## src/rtl/cpu_param_if.sv

```systemverilog
// Instruction/result handshake bundle between a sequencer and cpu_param.
// The bus owner (master) supplies instructions; the CPU (slave) returns results and status.
interface cpu_param_if #(
  parameter int DATA_W = 16
);
  logic              s;
  logic              load;
  logic [15:0]       in;
  logic [DATA_W-1:0] out;
  logic              N;
  logic              V;
  logic              Z;
  logic              w;
  logic              err;

  modport master (output s, load, in, input out, N, V, Z, w, err);
  modport slave  (input s, load, in, output out, N, V, Z, w, err);
endinterface

```

## src/rtl/cpu_param.sv

```systemverilog
// Parametrised multicycle CPU: one 16-bit instruction per start pulse over eight
// DATA_W-bit registers, with status flags and a sticky undefined-opcode flag.
//
// state       | meaning
// S_WAIT      | idle, w=1, waiting for s
// S_DECODE    | latch instruction fields, classify opcode
// S_LOAD_A    | A <= R[Rn]
// S_LOAD_B    | B <= R[Rm]
// S_EXEC      | C <= ALU result, status update
// S_WRITE     | R[Rd] <= C
// S_WRITE_IMM | R[Rn] <= sext(imm8)
module cpu_param #(
  parameter int DATA_W = 16
) (
  input  logic        clk,
  input  logic        reset,
  cpu_param_if.slave  bus
);

  localparam int MSB = DATA_W - 1;

  typedef enum logic [2:0] {
    S_WAIT,
    S_DECODE,
    S_LOAD_A,
    S_LOAD_B,
    S_EXEC,
    S_WRITE,
    S_WRITE_IMM
  } state_e;

  typedef enum logic [2:0] {
    K_UNDEF,
    K_MOVI,
    K_MOVR,
    K_ADD,
    K_CMP,
    K_AND,
    K_MVN
  } klass_e;

  function automatic klass_e classify(input logic [15:0] iw);
    klass_e k;
    k = K_UNDEF;
    case (iw[15:11])
      5'b110_10: k = K_MOVI;
      5'b110_00: k = K_MOVR;
      5'b101_00: k = K_ADD;
      5'b101_01: k = K_CMP;
      5'b101_10: k = K_AND;
      5'b101_11: k = K_MVN;
      default:   k = K_UNDEF;
    endcase
    return k;
  endfunction

  state_e            state_q, state_d;
  logic [15:0]       ir_q, ir_d;
  logic [15:0]       cur_q, cur_d;
  logic [DATA_W-1:0] r_q [8];
  logic [DATA_W-1:0] r_d [8];
  logic [DATA_W-1:0] a_q, a_d;
  logic [DATA_W-1:0] b_q, b_d;
  logic [DATA_W-1:0] c_q, c_d;
  logic              n_q, n_d;
  logic              v_q, v_d;
  logic              z_q, z_d;
  logic              err_q, err_d;

  // Fields of the executing instruction come from cur_q, frozen at DECODE,
  // so a load into IR mid-instruction cannot disturb it.
  logic [2:0]        rn, rd, rm;
  logic [1:0]        sh;
  logic [DATA_W-1:0] imm_sext;
  klass_e            cls_cur;

  assign rn       = cur_q[10:8];
  assign rd       = cur_q[7:5];
  assign sh       = cur_q[4:3];
  assign rm       = cur_q[2:0];
  assign imm_sext = DATA_W'($signed(cur_q[7:0]));
  assign cls_cur  = classify(cur_q);

  logic [DATA_W-1:0] b_sh;
  logic [DATA_W-1:0] alu_res;
  logic              alu_v;
  logic              alu_upd;

  always_comb begin
    b_sh = b_q;
    case (sh)
      2'b01:   b_sh = {b_q[MSB-1:0], 1'b0};
      2'b10:   b_sh = {1'b0, b_q[MSB:1]};
      2'b11:   b_sh = {b_q[MSB], b_q[MSB:1]};
      default: b_sh = b_q;
    endcase
  end

  always_comb begin
    alu_res = b_sh;
    alu_v   = 1'b0;
    alu_upd = 1'b1;
    case (cls_cur)
      K_ADD: begin
        alu_res = a_q + b_sh;
        alu_v   = (a_q[MSB] == b_sh[MSB]) && (alu_res[MSB] != a_q[MSB]);
      end
      K_CMP: begin
        alu_res = a_q - b_sh;
        alu_v   = (a_q[MSB] != b_sh[MSB]) && (alu_res[MSB] != a_q[MSB]);
      end
      K_AND:   alu_res = a_q & b_sh;
      K_MVN:   alu_res = ~b_sh;
      default: begin
        alu_res = b_sh;
        alu_upd = 1'b0;
      end
    endcase
  end

  always_comb begin
    state_d = state_q;
    ir_d    = bus.load ? bus.in : ir_q;
    cur_d   = cur_q;
    a_d     = a_q;
    b_d     = b_q;
    c_d     = c_q;
    n_d     = n_q;
    v_d     = v_q;
    z_d     = z_q;
    err_d   = err_q;
    r_d     = r_q;

    case (state_q)
      S_WAIT: begin
        if (bus.s) state_d = S_DECODE;
      end
      S_DECODE: begin
        cur_d = ir_q;
        case (classify(ir_q))
          K_MOVI:             state_d = S_WRITE_IMM;
          K_ADD, K_CMP, K_AND: state_d = S_LOAD_A;
          K_MOVR, K_MVN:      state_d = S_LOAD_B;
          default: begin
            state_d = S_WAIT;
            err_d   = 1'b1;
          end
        endcase
      end
      S_LOAD_A: begin
        a_d     = r_q[rn];
        state_d = S_LOAD_B;
      end
      S_LOAD_B: begin
        b_d     = r_q[rm];
        state_d = S_EXEC;
      end
      S_EXEC: begin
        c_d = alu_res;
        if (alu_upd) begin
          n_d = alu_res[MSB];
          z_d = (alu_res == '0);
          v_d = alu_v;
        end
        state_d = (cls_cur == K_CMP) ? S_WAIT : S_WRITE;
      end
      S_WRITE: begin
        r_d[rd] = c_q;
        state_d = S_WAIT;
      end
      S_WRITE_IMM: begin
        r_d[rn] = imm_sext;
        state_d = S_WAIT;
      end
      default: state_d = S_WAIT;
    endcase
  end

  always_ff @(posedge clk) begin
    if (reset) begin
      state_q <= S_WAIT;
      ir_q    <= '0;
      cur_q   <= '0;
      a_q     <= '0;
      b_q     <= '0;
      c_q     <= '0;
      n_q     <= 1'b0;
      v_q     <= 1'b0;
      z_q     <= 1'b0;
      err_q   <= 1'b0;
      for (int i = 0; i < 8; i++) r_q[i] <= '0;
    end else begin
      state_q <= state_d;
      ir_q    <= ir_d;
      cur_q   <= cur_d;
      a_q     <= a_d;
      b_q     <= b_d;
      c_q     <= c_d;
      n_q     <= n_d;
      v_q     <= v_d;
      z_q     <= z_d;
      err_q   <= err_d;
      for (int i = 0; i < 8; i++) r_q[i] <= r_d[i];
    end
  end

  assign bus.out = c_q;
  assign bus.N   = n_q;
  assign bus.V   = v_q;
  assign bus.Z   = z_q;
  assign bus.w   = (state_q == S_WAIT);
  assign bus.err = err_q;

endmodule

```

## src/flat_wrapper.sv

```systemverilog
// flat-port wrapper written by rule: the top's interface ports become plain ports
module cpu_param_flat 
#(
  parameter int DATA_W = 16
)
  (clk, reset, bus_s, bus_load, bus_in, bus_out, bus_N, bus_V, bus_Z, bus_w, bus_err);
  cpu_param_if #(.DATA_W(DATA_W)) bus_i ();
  input  logic clk;
  input  logic reset;
  input wire logic [$bits(bus_i.s)-1:0] bus_s;
  input wire logic [$bits(bus_i.load)-1:0] bus_load;
  input wire logic [$bits(bus_i.in)-1:0] bus_in;
  output wire logic [$bits(bus_i.out)-1:0] bus_out;
  output wire logic [$bits(bus_i.N)-1:0] bus_N;
  output wire logic [$bits(bus_i.V)-1:0] bus_V;
  output wire logic [$bits(bus_i.Z)-1:0] bus_Z;
  output wire logic [$bits(bus_i.w)-1:0] bus_w;
  output wire logic [$bits(bus_i.err)-1:0] bus_err;
  assign bus_i.s = bus_s;
  assign bus_i.load = bus_load;
  assign bus_i.in = bus_in;
  assign bus_out = bus_i.out;
  assign bus_N = bus_i.N;
  assign bus_V = bus_i.V;
  assign bus_Z = bus_i.Z;
  assign bus_w = bus_i.w;
  assign bus_err = bus_i.err;
  cpu_param #(.DATA_W(DATA_W)) u_core (.clk(clk), .reset(reset), .bus(bus_i));
endmodule
```

## config.mk

```make
export PLATFORM = sky130hd
export DESIGN_NAME = cpu_param_flat
export DESIGN_NICKNAME = d
export VERILOG_FILES = /design/src/rtl/cpu_param_if.sv /design/src/rtl/cpu_param.sv /design/src/flat_wrapper.sv
export SDC_FILE = /design/constraint.sdc
export NUM_CORES = 1
export LEC_CHECK = 0
export CAP_MARGIN = 20
export CORE_MARGIN = 4
export CORE_UTILIZATION = 25
export CTS_CLUSTER_DIAMETER = 100
export CTS_CLUSTER_SIZE = 30
export DETAILED_ROUTE_END_ITERATION = 8
export MAX_ROUTING_LAYER = met4
export SLEW_MARGIN = 20
export SYNTH_ARGS = -nofsm -noshare
export SYNTH_HDL_FRONTEND = slang
export SYNTH_SLANG_ARGS = --single-unit
export TNS_END_PERCENT = 20
```

## constraint.sdc

```tcl
create_clock -name clk -period 11.09 [get_ports clk]
set_clock_uncertainty 0.2 [all_clocks]
set_input_delay 2.218 -clock clk [delete_from_list [all_inputs] [get_ports clk]]
set_output_delay 2.218 -clock clk [all_outputs]
set_load 0.05 [all_outputs]
```

Word-level counts from Yosys, hierarchy flattened
Index checks and enable logic that the tools add are counted.
Widths: inputs -> output; s select.
Storage, ports and cells
  flip-flop bits (word level): 215
  input bits: 20
  output and inout port bits: 21
Cells by class
  add/subtract/negate cells: 2
  order comparisons: 5
  eq/ne operators: 36
  multiplexer cells: 24
  bitwise gates (word level): 6
  reductions and logical operators: 13
Operator list (count)
  $bwmux 128: 2
  $pmux 128 s2: 1
  $bmux 16 s3: 2
  $demux 16 s3: 2
  $mux 16: 6
  $pmux 16 s4: 1
  $eq 5x5->1 const B: 12
  $pmux 16 s3: 1
  $pmux 3 s6: 2
  $eq 3x3->1 const B: 9
  $add 16x16->16: 1
  $and 16x16->16: 1
  $logic_not 16->1: 1
  $not 16->16: 1
  $sub 16x16->16: 1
  $eq 3x2->1 const B: 5
  $pmux 3 s5: 1
  $ge 4x4->1 const B: 3
  $not 3->4: 3
  $mux 3: 3
  $pmux 3 s3: 1
  $lt 4x1->1 const B: 2
  $eq 3x1->1 const B: 2
  $reduce_or 6->1: 1
  other kinds (15): 22

Logic depth before layout (Yosys ltp)
Gate-level depths: netlist of run 1.
  depth after elaboration: 7
  depth in mapped cells: 17
  depth with buffers taken out: 14

Worst setup path after synthesis of run 1
Ideal clock, no wire load.
  path kind: reg2out
  from: register u_core.state_q[2]
  to: output port bus_w
  arrival time: 1.775 ns
  setup slack: 6.897 ns
  stages on the path, launching flop included: 4
  cell sequence: dfxtp_1 clkbuf_1 clkbuf_1 nor3_1
On the way
  longest elaborated chain between the ends: 1
Ends and longest elaborated chain
  start: declaration: line cpu_param.sv:57  | state_e state_q, state_d;
  start signal: assignment: line cpu_param.sv:193  | state_q <= state_d;
  $logic_not 3->1: line cpu_param.sv:211  | assign bus.w = (state_q == S_WAIT);
  end: declaration: line flat_wrapper.sv:17  | output wire logic [$bits(bus_i.w)-1:0] bus_w;
No other way between the ends.

Worst setup path after layout of run 1
  from: register u_core.cur_q[3]
  to: register u_core.z_q, in the netlist u_core.bus.Z
On the way
  longest elaborated chain between the ends: 5
Ends and longest elaborated chain
  start: declaration: line cpu_param.sv:59  | logic [15:0] cur_q, cur_d;
  start signal: assignment: line cpu_param.sv:195  | cur_q <= cur_d;
  $eq 2x2->1 or $eq 2x1->1 (tied branches): line cpu_param.sv:91  | case (sh)
  $pmux 16 s3 *: line cpu_param.sv:91
  $sub 16x16->16 (tied with other cells): line cpu_param.sv:109  | alu_res = a_q - b_sh;
  $pmux 16 s4 *: line cpu_param.sv:103  | case (cls_cur)
  $logic_not 16->1 *: line cpu_param.sv:162  | z_d = (alu_res == '0);
  end signal: assignment: line cpu_param.sv:201  | z_q <= z_d;
  end: declaration: line cpu_param.sv:67  | logic z_q, z_d;
Mark *: on every way between the ends. The rest lies on a longest branch, timed or not.
A chain may end at the register's enable or synchronous reset.

==> results of run 1 <==
cells in the final DEF (no fill, tap or decap), drive strengths merged, types with 36 or more instances in the layout:
| cell | Yosys | final |
|---|---|---|
| nor3 | 119 | 119 |
| nand2 | 116 | 116 |
| inv | 38 | 38 |
| nor2 | 262 | 262 |
| o21ai | 55 | 55 |
| a211oi | 62 | 62 |
| clkdlybuf4s50 | 0 | 39 |
| a221oi | 40 | 40 |
| mux2i | 58 | 58 |
| dfxtp | 215 | 215 |
| a21oi | 144 | 144 |
| ha | 36 | 36 |
| mux4 | 43 | 43 |
worst min-delay path: cells and delay by family (launching register included):
kind             cells  cell delay [ns]
flip-flops           1             0.33
AND/OR/NAND/NOR      1             0.05
AO/OA/AOI/OAI        1             0.05
layer usage:
metal	global-route usage [%]	wire length (µm)
met1	20.0	19000
met2	26.5	22000
met3	2.32	3610
met4	5.64	1630
met5	-	0
kinds of logic after synthesis:
group	share of synthesized area [%]
XOR/XNOR	0.802
flip-flops	32.8
AO/OA/AOI/OAI	22.8
adder cells (fa/ha/maj)	3.74
buffers and inverters	5.25
multiplexers	13.6
AND/OR/NAND/NOR	21.0
flip-flops by register name, indices dropped and copies added (netlist names):
signal          cells
u_core.r_q        128
u_core.bus.Z        1
u_core.a_q         16
u_core.bus.N        1
u_core.bus.V        1
u_core.state_q      3
u_core.bus.err      1
u_core.bus.out     16
u_core.ir_q        16
u_core.cur_q       16
u_core.b_q         16
power breakdown:
| part | switching [µW] | internal (µW) |
|---|---|---|
| Sequential | 8.77 | 778 |
| Clock | 258 | 186 |
| Combinational | 64.9 | 32.6 |
path summary, 6_finish.rpt:
| kind | from | slack [ns] | end | cells past startpoint |
|---|---|---|---|---|
| max | u_core.cur_q[3] | 6.49 | u_core.bus.Z | 14 |
| min reg2reg | u_core.ir_q[9] | 0.25 | u_core.cur_q[9] | 2 |
| min | u_core.ir_q[9] | 0.25 | u_core.cur_q[9] | 2 |
| max reg2reg | u_core.cur_q[3] | 6.49 | u_core.bus.Z | 14 |
cell type report:
cell class	instances	area (µm²)	area share, %
diodes	1	2.50	0.0174
clock buffers	11	275	1.92
clock inverters	1	30.0	0.209
inverters	38	143	0.994
multi-input cells	1224	8150	56.8
flip-flops and latches	215	4310	30.0
well taps	680	851	5.93
repair buffers	65	589	4.11
through the flow:
stage	cell area, µm²	total power (µW)	utilization (%)	hold slack (ns)	worst slack (ns)
floorplan	13100	868	-	0.231	6.90
global placement	14000	898	27.2	0.242	6.33
detailed placement	14000	900	27.2	0.242	6.38
CTS	14300	1340	27.8	0.259	6.55
global route	14300	1370	27.8	0.282	6.27
finish	14300	1330	27.8	0.254	6.49
==> results.txt, run 1 <==
The run finished with clean final reports. The hold violation total from the final report came out at 0. For this block, the via count after detailed routing is between 10000 and 15000. The number of global-route vias before repair came to between 10000 and 15000. Buffers added to address setup during post-CTS repair amount to 0. The leakage power total is 0.00474 µW. The floorplan has 83 rows. The DRC violation count after routing is 0. Clock latency on the worst-skew pair, taken at its later pin, is 0.48 ns.

Counting along the longest clock path gives a buffer depth of 3. The count of different cell masters after synthesis came out at 80. The starting density of the core came out at 25.4%.

The synthesized area divided by synthesized cell count is 8.10 µm². The sequential fraction of the synthesis area is 32.8%. The largest stage delay on the critical path came out at 0.45 ns. The transition time of the tightest slew-check pin came out at 1.23 ns. The arrival time of data at the critical path endpoint is between 4 and 5 ns. In this run the count of I/O pins placed on the die edge is 41. The worst setup path is captured at a register. After layout, the minimum clock period comes to 4.60 ns. Among cell families on the critical path, the largest total delay comes from compound AO/OA/AOI/OAI gates. The maximum fanout along the worst path is 26. Setup repair after global routing left no endpoint under its margin. The CTS H-tree depth came out at 1. Summing every instance area after synthesis gives 13100 µm². The post-synthesis cell count is roughly 1600. The post-route netlist has between 8 and 9% of its cells at a drive strength greater than 1.

Static timing analysis puts the maximum clock frequency at 217 MHz. The layout overhead on the synthesized area came out at 9.46%. The initial antenna violation count came to 0. Setup violations remaining at the end of the flow were counted as 0. The number of gates resized after cts came out at 0. The number of buffer cells added on primary ports came out at 40. The number of max-slew violations in the final report came out at 0. The die is 237 µm tall. Sorting the synthesized cells by area gives the leading types as sky130_fd_sc_hd__dfxtp_1 33%, sky130_fd_sc_hd__nor2_1 7.5%, sky130_fd_sc_hd__mux4_2 7.4%, sky130_fd_sc_hd__a21oi_1 5.5%, sky130_fd_sc_hd__nor3_1 4.5%. The mean routed wirelength per cell came out at about 21 µm.

The type of the worst setup path is reg -> reg. The count of max-cap constraint violations is 0. The routed design has 46300 µm of wire. The post-cts hold buffer count is 0. The data required time at the worst endpoint came out at 11.28 ns. Adding up every negative setup slack in the final design gives 0 ns. The antenna violation net count after detailed routing is 0. The number of clock sinks came out at 215.

The cell with the largest stage delay on the worst path is sky130_fd_sc_hd__a2111o_1. The detailed-route vias per instance is 5.63. For this run, the leading register cell type out of synthesis is sky130_fd_sc_hd__dfxtp_1. Traced cell by cell, the critical path runs through buf_4 > mux2_4 > mux2i_2 > inv_1 > ha_1 > a211oi_1 > nor3b_1 > o211a_1 > nor3_1 > o21ai_1 > a2111o_1 > a2bb2oi_1 > nand2_1 > o31ai_2. The relative slew slack is 17.4%. At the end of routability-driven placement, the weighted congestion stood at 0.905. The initial detailed-routing violation count came out at between 1500 and 2000. The buffer cell driving the clock tree root is sky130_fd_sc_hd__clkbuf_16. The instance count after placement with tap cells included is 2222. The floorplan step defined a die boundary enclosing 56200 µm². The share of flip-flops with an asynchronous set or reset came out at 0%. By instance count, the leading cell after synthesis is sky130_fd_sc_hd__nor2_1. In the finished design, the share of the clock period the worst path needs comes to between 40 and 50%.

The largest area contributor in the netlist is sky130_fd_sc_hd__dfxtp_1. The worst hold path belongs to the class reg -> reg. The final HPWL from detailed placement came out at a little over 30000 µm. The number of buffers created by CTS is 11. The sum of overflow across all layers after global routing is 0. The combined buffer and inverter count along the critical path is 2. For this run, the post-layout net count is 1613. The share of Yosys cell area claimed by the top area cell type is 32.8%. The first-pass GRT wire length came out at 70500 µm.

Synthesis inferred 215 register bits. For this design the ratio of total power to cell area is 92.6 nW/µm². Yosys mapped a number of flops with a built-in enable equal to 0.

The number of fill cells in the layout came out at 5521. The standard cell core area came out at 51600 µm². Excluding fillers, the count of instances in the completed layout stands at 2235. The peak supply drop is 0.0690 mV. The clock transition at the registers of the reported paths is roughly 0.11 ns. The clock tree from TritonCTS is done.

When the netlist entered floorplanning its net count stood at between 1500 and 2000. Global routing used 16.0% of the available tracks. The total iterations of the first detailed-routing run is 5. For this run, the number of Yosys warnings is 0.

Ranked by instance count, the synthesized netlist is headed by 262 x sky130_fd_sc_hd__nor2_1, 215 x sky130_fd_sc_hd__dfxtp_1, 144 x sky130_fd_sc_hd__a21oi_1. The pin count of the biggest net entering global routing came out at 113. The chip width is 237 µm. STA classifies the critical path startpoint as a register.
(Power assumes the default switching activity.)
==> inputs of run 2 (changes only) <==
- clock period: 11.09 -> 4.4 ns (I/O delays scaled with it)
==> run 2 against run 1 <==
Net effect:
- combinational power grew 150%
- first-iteration DRC count decreased by 8.1%
- critical path depth down 1
- count of clock-buffer cells in the layout up 2
- total power rose to 2.7 times the previous value
- global-route usage is 0.94 points higher
- flip-flop and latch count unchanged
- non-clock buffer count increased by 30
- final area increased by 2.7%
==> results.txt, run 2 (synthesized netlist as in run 1, its figures left out) <==
The floorplan die area is 56200 µm². The peak supply drop came out at 0.195 mV. The critical path is of the reg -> reg type. The number of buffers created by CTS is 13. STA puts the critical path data arrival time at 4.44 ns. The top-level port count is 41. The number of clock sinks is 215. In the layout the commonest cells are 258 x sky130_fd_sc_hd__nor2_1, 211 x sky130_fd_sc_hd__dfxtp_1, 144 x sky130_fd_sc_hd__a21oi_1. Walking the worst path, the cells encountered are buf_12 > mux2_4 > mux2i_2 > inv_1 > ha_1 > xor2_1 > mux4_2 > or4_1 > a211oi_2 > o2111ai_1 > nor4_2 > nand4_1 > o31ai_2. The number of buffer cells added on primary ports came out at 40. The post-CTS setup-driven buffer insertion count is 0.

The leakage power total came out at between 0.004 and 0.005 µW. The accumulated negative setup slack is 0 ns. In the routed layout, each cell is associated on average with a via count of 5.59. The die is 237 µm tall. The count of max-cap constraint violations came out at 0. The final HPWL from detailed placement came out at 33600 µm. The initial antenna violation count is 0.

The site row count came out at 83. The chip width came out at 237 µm. The number of gates resized after cts is 0.

The cell with the largest stage delay on the worst path is sky130_fd_sc_hd__or4_1. The part of the cycle the worst path needs came out at 96.2%. The routed layout has 12700 vias.

The top cell family by delay on the critical path is simple AND/OR/NAND/NOR gates. The total iterations of the first detailed-routing run is 5. Compared with the post-synthesis result, the final layout area differs by 12.4%. The share of cells above drive strength 1 is between 10% and 20%. TritonCTS built the clock tree.

The root buffer cell chosen for the clock tree is sky130_fd_sc_hd__clkbuf_16. Cells fill 28.5% of the core in the end. The most common cell after layout, fill and taps aside is sky130_fd_sc_hd__nor2_1. The total setup violations reported at the end of the flow is 0. The final layout net count is 1645. Entering global routing, the biggest net connects 80 pins.

Power spread over the standard cell area amounts to 245 nW/µm². The achievable clock frequency is 236 MHz. At the end of routability-driven placement, the weighted congestion stood at 0.941. The number of antenna diodes came out at 0.

The maximum fanout along the worst path came out at 23. The register with the most flip-flops in the layout has ~130 of them. The first-pass GRT wire length is 74400 µm. The largest stage delay on the critical path came out at 0.59 ns. The hold violation total from the final report is 0. No sink is reached through more buffers than the 3 on the longest clock path. Subtracting the final worst setup slack from the clock period gives 4.23 ns. The clock transition at the registers of the reported paths came out at 0.12 ns. The combined buffer and inverter count along the critical path came out at 2.

The number of global-route vias before repair came out at 12200. The final standard cell area without fillers is 14700 µm². The instance area at placement came out at 14300 µm².

The flow ran to the end, and the final reports show no timing, DRC or antenna violations. For the pin with the worst max-slew slack, the measured transition is 1.14 ns. The worst pin sits at a relative slew slack of about a quarter. The routed wire length is a little under 50000 µm.

The data required time at the worst endpoint is 4.61 ns. In the final layout, the multi-input gates occupy between 8000 and 9000 µm². The initial detailed-routing violation count is between 1000 and 1500. The DRC violation count after routing came out at 0. The largest register by flop count is u_core.r_q. Dividing the detail-routed wire length by the instance count gives 21.3 µm.

The number of fill cells in the layout came out at 5479. The nature of the critical path endpoint is a register. The standard cell core area is roughly 52000 µm². The sum of overflow across all layers after global routing came out at 0.

The clock latency reported for the late side of the worst-skew pair came out at 0.49 ns. The worst hold path belongs to the class reg -> reg. The total global-route track usage is between 10% and 20%. The post-cts hold buffer count is 0.

Setup repair after global routing left no endpoint under its margin. The CTS H-tree depth is 1. Across the whole layout, storage elements account for 4310 µm².

The instance count after placement with tap cells included is between 2000 and 2500. The count of placed standard cells in the final layout, fillers left out is around 2300. The starting density of the core is 25.4%.

STA classifies the critical path startpoint as a register. The number of max-slew violations in the final report came out at 0. The antenna violation net count after detailed routing is 0.
## run 2: worst paths after layout
kind / to / startpoint / slack (ns) / cells after the start
min reg2reg: u_core.cur_q[0] / u_core.ir_q[0] / 0.25 / 2
max reg2reg: u_core.bus.Z / u_core.cur_q[3] / 0.17 / 13
min: u_core.cur_q[0] / u_core.ir_q[0] / 0.25 / 2
max: u_core.bus.Z / u_core.cur_q[3] / 0.17 / 13
## run 2: layout make-up
class	instances	area share [%]
Sequential cell	215	29.3
Clock inverter	6	0.705
Inverter	38	0.968
Tap cell	680	5.78
Multi-Input combinational cell	1224	55.5
Timing Repair Buffer	95	5.61
Clock buffer	13	2.21
## run 2: per-layer routing
layer | vias up | routed length, µm | GRT usage, %
met2 | 551 | 22900 | 27.2
met4 | 0 | 1520 | 5.59
li1 | 5855 | - | -
met3 | 101 | 3330 | 2.15
met5 | - | 0 | -
met1 | 6186 | 20700 | 22.2
## run 2: worst min-delay path, cell delays in order, from the launching register on
cell                      delay (ns)
sky130_fd_sc_hd__dfxtp_1        0.33
sky130_fd_sc_hd__nand2_1        0.05
sky130_fd_sc_hd__a21oi_1        0.05
## run 2: where the power goes
group	switching, µW	leakage, µW	total [µW]	internal, µW
logic	154	0.00302	242	87.5
clock network	779	0.000205	1370	591
registers	33.7	0.00174	1990	1960
total	967	0.00496	3610	2640
## run 2: through the flow
| stage | setup WS (ns) | hold WS, ns | total power, µW |
|---|---|---|---|
| 2_1_floorplan | 0.413 | 0.231 | 2190 |
| 3_3_place_gp | 0.0922 | 0.237 | 2270 |
| 3_5_place_dp | 0.0843 | 0.241 | 2280 |
| 4_1_cts | 0.0587 | 0.258 | 3640 |
| 5_1_grt | 0.0274 | 0.280 | 3720 |
| 6_report | 0.168 | 0.249 | 3610 |
==> inputs of run 3 (changes only) <==
- CORE_MARGIN: 4 -> 1
- CORE_UTILIZATION: 25 -> 63
- PLACE_DENSITY: not set -> 0.81
==> run 3 against run 2 <==
Net effect:
- final area is 4.1% lower
- non-clock buffer count decreased by 5
- via count increased by 3.2%
- cell count shrank 18%
- routed wire length shrank 8.8%
- critical endpoint unchanged
- highest routed layer unchanged
- clock power fell by 5%
- count of clock-buffer cells in the layout stayed put
- global-route usage up 25 points
- sequential power about the same
==> results.txt, run 3 (synthesized netlist as in run 1, its figures left out) <==
The flow ran to the end, and the final reports show no timing, DRC or antenna violations. The worst reg-to-reg path cell count came out at 13. The achievable clock frequency came out at about 230 MHz. The die is 146 µm wide. The tree is rooted in a sky130_fd_sc_hd__clkbuf_16. The total power density per cell area came out at 250 nW/µm². At the worst endpoint, the arrival time is about 4.5 ns. The layout overhead on the synthesized area came out at 7.72%.

The total global-route track usage is a little over two fifths. The type of the worst setup path is reg -> reg. The worst setup path is launched from a register. The number of global-route vias before repair is 12300. The number of max-slew violations in the final report is 0. The detailed router finished its first iteration with 1709 violations. Port buffering added 40 buffers. The number of flip-flops in the largest register is 128. IR analysis of the VDD net gives a maximum drop of around 0.33 mV.

The hold violation total from the final report came to 0. The total design power is 3530 µW. The nature of the critical path endpoint is a register. The clock transition at the registers of the reported paths is 0.12 ns. The detail route stage leaves a number of antenna-violating nets equal to 0. TritonCTS built the clock tree. The total setup violations reported at the end of the flow came out at 0.

The post-CTS setup-driven buffer insertion count came out at 0. In this run the worst setup path terminates at u_core.bus.Z. For the pin with the worst max-slew slack, the measured transition is 1.14 ns.

Leaving out fill and tap cells, the most frequent cells in the layout are 259 x sky130_fd_sc_hd__nor2_1, 211 x sky130_fd_sc_hd__dfxtp_1, 144 x sky130_fd_sc_hd__a21oi_1. Counting the buffers created by CTS gives 12. The endpoint identified for the worst register-to-register timing path is u_core.bus.Z. The number of antenna diodes came out at 0.

The starting density of the core came out at 64.6%. The CTS H-tree depth came out at 1. The mean routed wirelength per cell is approximately 24 µm. Detailed placement ended at an HPWL of around 30000 µm.

The standard cell core area is 20300 µm². The share of cells above drive strength 1 came out at under 10%. The maximum fanout along the worst path came out at 5. The leakage power total is 0.00491 µW. The post-layout minimum cycle time is 4.28 ns.

The clock drives around 220 sinks. The final layout net count is 1639. The die covers 21400 µm². The congestion estimate from routability-driven global placement came to 1.01. The sum of overflow across all layers after global routing is 0. The relative slew slack came out at 23.5%. The clock passes through at most 3 buffers. The path type of the worst min-delay path is reg -> reg. The initial antenna violation count is 0. Clock latency on the worst-skew pair, taken at its later pin, is 0.50 ns.

The top-level port count came out at 41. The part of the cycle the worst path needs came out at 97.2%. The library cell used most frequently in the layout, excluding fill and tap cells, is sky130_fd_sc_hd__nor2_1. The largest register by flop count is u_core.r_q. Setup repair after global routing left no endpoint under its margin.

The reg2reg setup slack came out at between 0.1 and 0.15 ns. The DRC violation count after routing came out at 0. The routed wire length is 44200 µm.

The tool flagged a number of max-cap violations equal to 0. The pin count of the biggest net entering global routing came out at 113. The data required time at the worst endpoint came out at 4.59 ns. The die outline height came out at 146 µm. The detailed-route vias per instance is 7.07.

The accumulated negative setup slack is 0 ns. The worst flop-to-flop path startpoint is u_core.cur_q[3]. The total iterations of the first detailed-routing run came out at 6. The number of vias in the routed layout came out at ~13000. Tracing the worst setup path back leads to its startpoint at u_core.cur_q[3]. Row generation in the floorplan step produced 52 rows. The first global-routing pass estimated ~68000 µm of wire.
[run 3: layer usage]
metal  track usage [%]  part of all wire (%)  vias to the layer above
li1                  -                     -                     5841
met1              54.8                    38                     6159
met2              63.8                    45                      905
met3              6.88                    12                      196
met4              19.5                   4.9                        0
met5                 -                     0                        -
[run 3: critical path, cell delays in order, from the launching register on]
cell	delay, ns
sky130_fd_sc_hd__dfxtp_1	0.41
sky130_fd_sc_hd__or3b_1	0.42
sky130_fd_sc_hd__nand2_1	0.14
sky130_fd_sc_hd__ha_1	0.27
sky130_fd_sc_hd__inv_1	0.08
sky130_fd_sc_hd__fa_1	0.44
sky130_fd_sc_hd__xnor2_1	0.15
sky130_fd_sc_hd__mux4_2	0.48
sky130_fd_sc_hd__or4_1	0.57
sky130_fd_sc_hd__a211oi_2	0.23
sky130_fd_sc_hd__o2111ai_1	0.19
sky130_fd_sc_hd__nor4_2	0.22
sky130_fd_sc_hd__nand4_1	0.16
sky130_fd_sc_hd__o31ai_2	0.21
[run 3: how the worst min path moves through the flow]
stage | start | to | slack, ns | cells after the start
after global placement | u_core.ir_q[10] | u_core.cur_q[10] | 0.24 | 2
after floorplan | u_core.ir_q[7] | u_core.cur_q[7] | 0.23 | 2
after CTS | u_core.ir_q[10] | u_core.cur_q[10] | 0.26 | 2
final | u_core.ir_q[10] | u_core.cur_q[10] | 0.25 | 2
after global routing | u_core.ir_q[10] | u_core.cur_q[10] | 0.29 | 2
after detailed placement | u_core.ir_q[10] | u_core.cur_q[10] | 0.24 | 2
[run 3: power by group]
| part | switching, µW | internal [µW] |
|---|---|---|
| combinational | 151 | 89.8 |
| clock | 727 | 571 |
| sequential | 31.1 | 1960 |
| total | 909 | 2620 |
[run 3: area by class of cell]
type,instances,area (µm²)
fillers,1739,6180
repair buffers,90,806
well taps,270,338
flip-flops and latches,215,4310
clock buffers,13,325
inverters,38,143
multi-input cells,1224,8130
clock inverters,3,66.3
[run 3: timing repair]
item / CTS / global route
endpoints found under the setup margin: 0 / 1
resized for setup: 0 / 2
hold buffers: 0 / 0
[run 3: stage by stage]
| step | area (µm²) | worst slack, ns | std cells | utilization (%) | hold WS [ns] |
|---|---|---|---|---|---|
| 6_report | 14100 | 0.123 | 1853 | 69.6 | 0.254 |
| 5_1_grt | 14100 | 0.0430 | 1853 | 69.6 | 0.293 |
| 4_1_cts | 14100 | 0.192 | 1853 | 69.5 | 0.257 |
| 3_5_place_dp | 13700 | 0.263 | 1837 | 67.6 | 0.240 |
| 3_3_place_gp | 13700 | 0.389 | 1837 | 67.6 | 0.242 |
| 2_1_floorplan | 13100 | 0.413 | 1618 | - | 0.231 |
